<file path="src/rtl/vm_param_core.sv">
// vm_param_core: vending-machine controller that loads prices, takes coins and emits a buy/refund burst; VM_SOLDOUT_EN adds a per-item stock limit
module vm_param_core #(
  parameter int N_ITEMS = 6,
  parameter int PRICE_W = 5,
  parameter int COIN_W  = 6,
  parameter int MONEY_W = 9,
  parameter int NUM_W   = 6,
  parameter int RES_W   = 4,
  parameter int STOCK   = 10
) (
  input  logic               clk,
  input  logic               rst,
  input  logic               in_price_valid,
  input  logic [PRICE_W-1:0] in_price,
  input  logic               in_coin_valid,
  input  logic [COIN_W-1:0]  in_coin,
  input  logic               in_refund_coin,
  input  logic [3:0]         in_buy_item,
  output logic               in_ready,
  output logic               out_valid,
  output logic [RES_W-1:0]   out_result,
  output logic [NUM_W-1:0]   out_num,
  output logic               money_sat
);
  localparam int L = N_ITEMS > 6 ? N_ITEMS : 6;
  localparam int CW = $clog2(L);
  localparam logic [MONEY_W-1:0] MMAX = '1;
`ifdef VM_SOLDOUT_EN
  localparam bit STOCK_CHK = 1'b1;
`else
  localparam bit STOCK_CHK = 1'b0;
`endif
  typedef enum logic [1:0] {IDLE, LOAD, OUT} state_t;
  state_t state;
  logic [PRICE_W-1:0] price [N_ITEMS];
  logic [NUM_W-1:0] sold [N_ITEMS];
  logic [MONEY_W-1:0] money;
  logic [3:0] ld_idx;
  logic [CW-1:0] cnt;
  logic [RES_W-1:0] res [6];
  logic [RES_W-1:0] res_n [6];
  logic [PRICE_W-1:0] sel_price;
  logic [NUM_W-1:0] sel_sold, sold_inc, nxt_num;
  logic [RES_W-1:0] nxt_res;
  logic [MONEY_W-1:0] bal, r1, r2, r3;
  logic [MONEY_W:0] sum;
  logic in_range, buy_ok, ok, sat_hit;
  always_comb begin
    sel_price = '0;
    sel_sold = '0;
    nxt_res = '0;
    nxt_num = '0;
    for (int i = 0; i < N_ITEMS; i++)
      if (in_buy_item == 4'(i + 1)) begin
        sel_price = price[i];
        sel_sold = sold[i];
      end
    for (int i = 0; i < 6; i++)
      if (int'(cnt) + 1 == i) nxt_res = res[i];
    for (int i = 0; i < N_ITEMS; i++)
      if (int'(cnt) + 1 == i) nxt_num = sold[i];
    in_range = in_buy_item != 4'd0 && in_buy_item <= 4'(N_ITEMS);
    buy_ok = in_range && money >= MONEY_W'(sel_price) && (!STOCK_CHK || int'(sel_sold) < STOCK);
    ok = in_refund_coin || buy_ok;
    sold_inc = &sel_sold ? sel_sold : sel_sold + 1'b1;
    // a failed buy zeroes the whole breakdown by zeroing the balance
    bal = !ok ? '0 : in_refund_coin ? money : money - MONEY_W'(sel_price);
    r1 = MONEY_W'(bal % 50);
    r2 = MONEY_W'(r1 % 20);
    r3 = MONEY_W'(r2 % 10);
    res_n[0] = (buy_ok && !in_refund_coin) ? RES_W'(in_buy_item) : '0;
    res_n[1] = RES_W'(bal / 50);
    res_n[2] = RES_W'(r1 / 20);
    res_n[3] = RES_W'(r2 / 10);
    res_n[4] = RES_W'(r3 / 5);
    res_n[5] = RES_W'(r3 % 5);
    sum = {1'b0, money} + (MONEY_W + 1)'(in_coin);
    sat_hit = sum >= {1'b0, MMAX};
  end
  always_ff @(posedge clk) begin
    if (rst) begin
      state <= IDLE;
      money <= '0;
      money_sat <= 1'b0;
      ld_idx <= '0;
      cnt <= '0;
      in_ready <= 1'b1;
      out_valid <= 1'b0;
      out_result <= '0;
      out_num <= '0;
      for (int i = 0; i < N_ITEMS; i++) begin
        price[i] <= '0;
        sold[i] <= '0;
      end
      for (int i = 0; i < 6; i++) res[i] <= '0;
    end else if (state == OUT) begin
      if (cnt == CW'(L - 1)) begin
        state <= IDLE;
        in_ready <= 1'b1;
        out_valid <= 1'b0;
        out_result <= '0;
        out_num <= '0;
      end else begin
        cnt <= cnt + 1'b1;
        out_result <= nxt_res;
        out_num <= nxt_num;
      end
    end else if (in_price_valid) begin
      state <= LOAD;
      for (int i = 0; i < N_ITEMS; i++) begin
        if (ld_idx == 4'(i)) price[i] <= in_price;
        sold[i] <= '0;
      end
      ld_idx <= ld_idx == 4'(N_ITEMS - 1) ? ld_idx : ld_idx + 1'b1;
    end else begin
      state <= IDLE;
      ld_idx <= '0;
      if (in_coin_valid) begin
        money <= sat_hit ? MMAX : sum[MONEY_W-1:0];
        if (sat_hit) money_sat <= 1'b1;
      end else if (in_refund_coin || in_buy_item != 4'd0) begin
        state <= OUT;
        in_ready <= 1'b0;
        out_valid <= 1'b1;
        cnt <= '0;
        for (int i = 0; i < 6; i++) res[i] <= res_n[i];
        out_result <= res_n[0];
        out_num <= (buy_ok && !in_refund_coin && in_buy_item == 4'd1) ? sold_inc : sold[0];
        for (int i = 0; i < N_ITEMS; i++)
          if (buy_ok && !in_refund_coin && in_buy_item == 4'(i + 1)) sold[i] <= sold_inc;
        if (ok) begin
          money <= '0;
          money_sat <= 1'b0;
        end
      end
    end
  end
endmodule
</file>
<file path="config.mk">
export PLATFORM = sky130hd
export DESIGN_NAME = vm_param_core
export DESIGN_NICKNAME = d
export VERILOG_FILES = /design/src/rtl/vm_param_core.sv
export SDC_FILE = /design/constraint.sdc
export NUM_CORES = 1
export LEC_CHECK = 0
export BUFFER_PORTS_ARGS = -buffer_cell sky130_fd_sc_hd__buf_4
export CAP_MARGIN = 5
export CORE_ASPECT_RATIO = 1.25
export CORE_UTILIZATION = 65
export DETAILED_ROUTE_END_ITERATION = 10
export GPL_TIMING_DRIVEN = 1
export PLACE_DENSITY = 0.83
export SYNTH_ARGS = -nofsm -noshare
export SYNTH_HDL_FRONTEND = slang
export SYNTH_SLANG_ARGS = --single-unit
export TNS_END_PERCENT = 50
</file>
<file path="constraint.sdc">
create_clock -name clk -period 55.6 [get_ports clk]
set_input_delay 13.9 -clock clk [delete_from_list [all_inputs] [get_ports clk]]
set_output_delay 13.9 -clock clk [all_outputs]
set_load 0.03 [all_outputs]
</file>
==> results.json <==
{
  "rr_startpoint": "price[2][1]",
  "finalSetupViolCount": 0,
  "die_h_um": 152.4,
  "synth-seq-cells": 121,
  "nets": 1471,
  "syn_to_final_growth_pct": 7.312,
  "ctsHoldBuffers": 0,
  "clock_latency_ns": 0.42,
  "diodes": 0,
  "crit_start": "in_buy_item[3]",
  "drive_above_1_share": 0.1350,
  "grt.overflow.total": 0,
  "grt_use_total": 0.3588,
  "tightest_slew_ns": 1.206,
  "post-cts-setup-buffers": 0,
  "endpoint_kind": "flop",
  "dieArea_sq_um": 18630,
  "fmax_ghz": 0.02915,
  "wl_per_cell_um": 20.03,
  "start_util": 0.6692,
  "coreArea_sq_um": 17570,
  "setup_tns_ns": 0,
  "yosysSeqAreaShare": 0.2827,
  "dieWidth_um": 122.3,
  "grt_pass1_vias": 11000,
  "cts_resized": 0,
  "antenna_left": 0,
  "max_stage_delay_ns": 0.65,
  "path_buf_inv": 3,
  "ys_types": 132,
  "postLayoutCoreUtil": 0.7181,
  "vias_per_cell": 7.083,
  "netlist_area_sq_um": 11760,
  "cp.required_ns": 55.77,
  "numPortBuffers": 32,
  "final.period_utilization": 0.6169,
  "rows": 54,
  "pre_cts_ws_ns": 21.31,
  "via_count": 11720,
  "cts_sinks": 121,
  "first_pass_iters": 8,
  "synth_ff_type": "edfxtp_1",
  "syn_area_per_cell_sq_um": 8.278,
  "min_from": "out_num[2]",
  "worst_path_most_repeated_cell": "ha_1",
  "final_max_slew_viol_count": 0,
  "drtIter0Drc": 1243,
  "yosysWarnings": 0,
  "routed_wl_um": 33130,
  "cts_max_level": 4,
  "fin_crit_ns": 34.30,
  "dpl.hpwl_um": 24600,
  "path_delay_family": "compound AO/OA/AOI/OAI gates",
  "cap_viol_max_count": 0,
  "grt_pass1_wl_um": 53920,
  "synthesis.nets": 1474,
  "grt_max_degree": 44,
  "clock_skew_ns": 0.01028,
  "min_path_type": "flop to flop",
  "cts_tree": "built",
  "synthCells": 1420,
  "async_reset_ff_frac": 0,
  "holdWs_ns": 0.4923,
  "synth-edff-count": 90,
  "clockBufferDepth": 2,
  "layout_setup_ws_ns": 21.30,
  "worst_path_max_delay_cell": "nor2_1",
  "numCtsBuffers": 17,
  "status": "complete, no violations",
  "gp_congestion": 0.9802,
  "path_class": "input port to flop",
  "antenna_found_initial": 0,
  "num_io_pins": 33,
  "slew_headroom": 0.1960,
  "cp.arrival_ns": 34.47,
  "final_hold_viol_count": 0,
  "rsz0062_at_grt": "no",
  "startpoint_type": "input port",
  "crit_path_max_fanout": 13,
  "root_buffer": "clkbuf_16",
  "clk_pin_slew_ns": 0.06,
  "drc": 0
}
cell usage in the layout (no fill, tap or decap), types with 22 or more instances in the layout:
cell type and n:
a31oi_1 22, inv_1 27, buf_4 42, xnor2_1 26
nor2_1 168, nor3_1 48, o21ai_0 43, nand2_1 151
edfxtp_1 90, a21oi_1 111, dfxtp_1 31, nand3_1 50
ha_1 32, a22oi_1 24, and2_1 44
through the flow:
step           area (sq um)  cells
4_1_cts               12600   1651
3_3_place_gp          12000   1619
3_5_place_dp          12000   1619
6_report              12610   1654
2_1_floorplan         11760   1420
5_1_grt               12610   1654
sequential cells by signal (all words and copies together), names as in the netlist:
signal / flops
sold: 36
res: 24
out_num: 6
out_valid: 1
price: 30
cnt: 3
state: 2
money: 9
out_result: 4
ld_idx: 4
in_ready: 1
money_sat: 1
layout make-up:
cell class | instances | area [sq um]
Clock buffer | 19 | 452.9
Clock inverter | 13 | 142.6
Fill cell | 1358 | 4952
Inverter | 28 | 105.1
Multi-Input combinational cell | 1205 | 7985
Sequential cell | 121 | 3323
Tap cell | 224 | 280.3
Timing Repair Buffer | 44 | 325.3
per-layer routing:
layer,vias to the layer above,routed length (um),global-route usage,share of wire
li1,5452,-,-,-
met1,5505,13270,0.4539,0.40
met2,641,16210,0.6041,0.49
met3,118,2340,0.04117,0.071
met4,0,1312,0.1649,0.040
met5,-,0,0,0
final timing paths:
check | to | slack [ns] | cells after the start
hold reg to reg | out_num[2] | 0.49 | 2
hold / removal | out_num[2] | 0.49 | 2
setup reg to reg | res[5][1] | 35.42 | 79
setup / recovery | res[5][1] | 21.30 | 82
worst reg2reg max path, delay by kind of cell, from the launching register on:
family,cells,cell delay [ns]
and+or+nand+nor,29,6.90
muxes,2,0.65
xor gates and xnor gates,2,0.46
buffers and inverters,2,0.17
AOI/OAI and AO/OA,35,8.58
DFF,1,0.41
adders and majority gates,9,2.72
cells by family (layout without fill, tap and decap cells):
group / after synthesis / after routing / share of synthesized area
buffers and inverters: 94 / 104 / 0.03800
and+or+nand+nor: 602 / 602 / 0.2580
other: 1 / 1 / 0.0003190
DFF: 121 / 121 / 0.2827
xor gates and xnor gates: 42 / 42 / 0.03672
AOI/OAI and AO/OA: 501 / 501 / 0.3243
muxes: 23 / 23 / 0.02065
adders and majority gates: 36 / 36 / 0.03928
synth_stat cells (7+ instances only):
library cell / n / area, sq um
a311oi_1: 11 / 96.34
o21ai_0: 44 / 220.2
buf_2: 11 / 55.05
o21bai_1: 13 / 97.59
nand2_1: 151 / 566.8
a222oi_1: 8 / 80.08
nor2_1: 168 / 630.6
buf_6: 8 / 90.09
a211oi_1: 16 / 120.1
o31ai_1: 10 / 75.07
o21ai_1: 20 / 100.1
mux2i_1: 16 / 160.2
edfxtp_1: 90 / 2703
a21oi_1: 111 / 555.5
dfxtp_1: 31 / 620.6
xnor2_1: 26 / 227.7
o31a_1: 12 / 105.1
a21o_1: 21 / 157.7
a211o_1: 10 / 87.58
or3_1: 13 / 81.33
o21a_1: 15 / 112.6
and3_1: 14 / 87.58
and2_1: 44 / 275.3
nand4_1: 15 / 93.84
nor3_1: 48 / 240.2
a211oi_2: 8 / 100.1
inv_1: 27 / 101.4
nand3_1: 50 / 250.2
o22ai_1: 10 / 62.56
a22oi_1: 24 / 180.2
or2_2: 7 / 43.79
nor4_1: 11 / 68.82
o211ai_1: 12 / 90.09
ha_1: 32 / 400.4
a221oi_1: 14 / 122.6
o2111ai_1: 8 / 70.07
a31oi_1: 22 / 137.6
clkbuf_1: 37 / 138.9
o211a_1: 7 / 70.07
xor2_1: 9 / 78.83
nand2b_1: 16 / 100.1
nor2b_1: 11 / 68.82
Power is not shown: default switching activity piles up to over one toggle a cycle in this logic, so the estimate is an artifact.
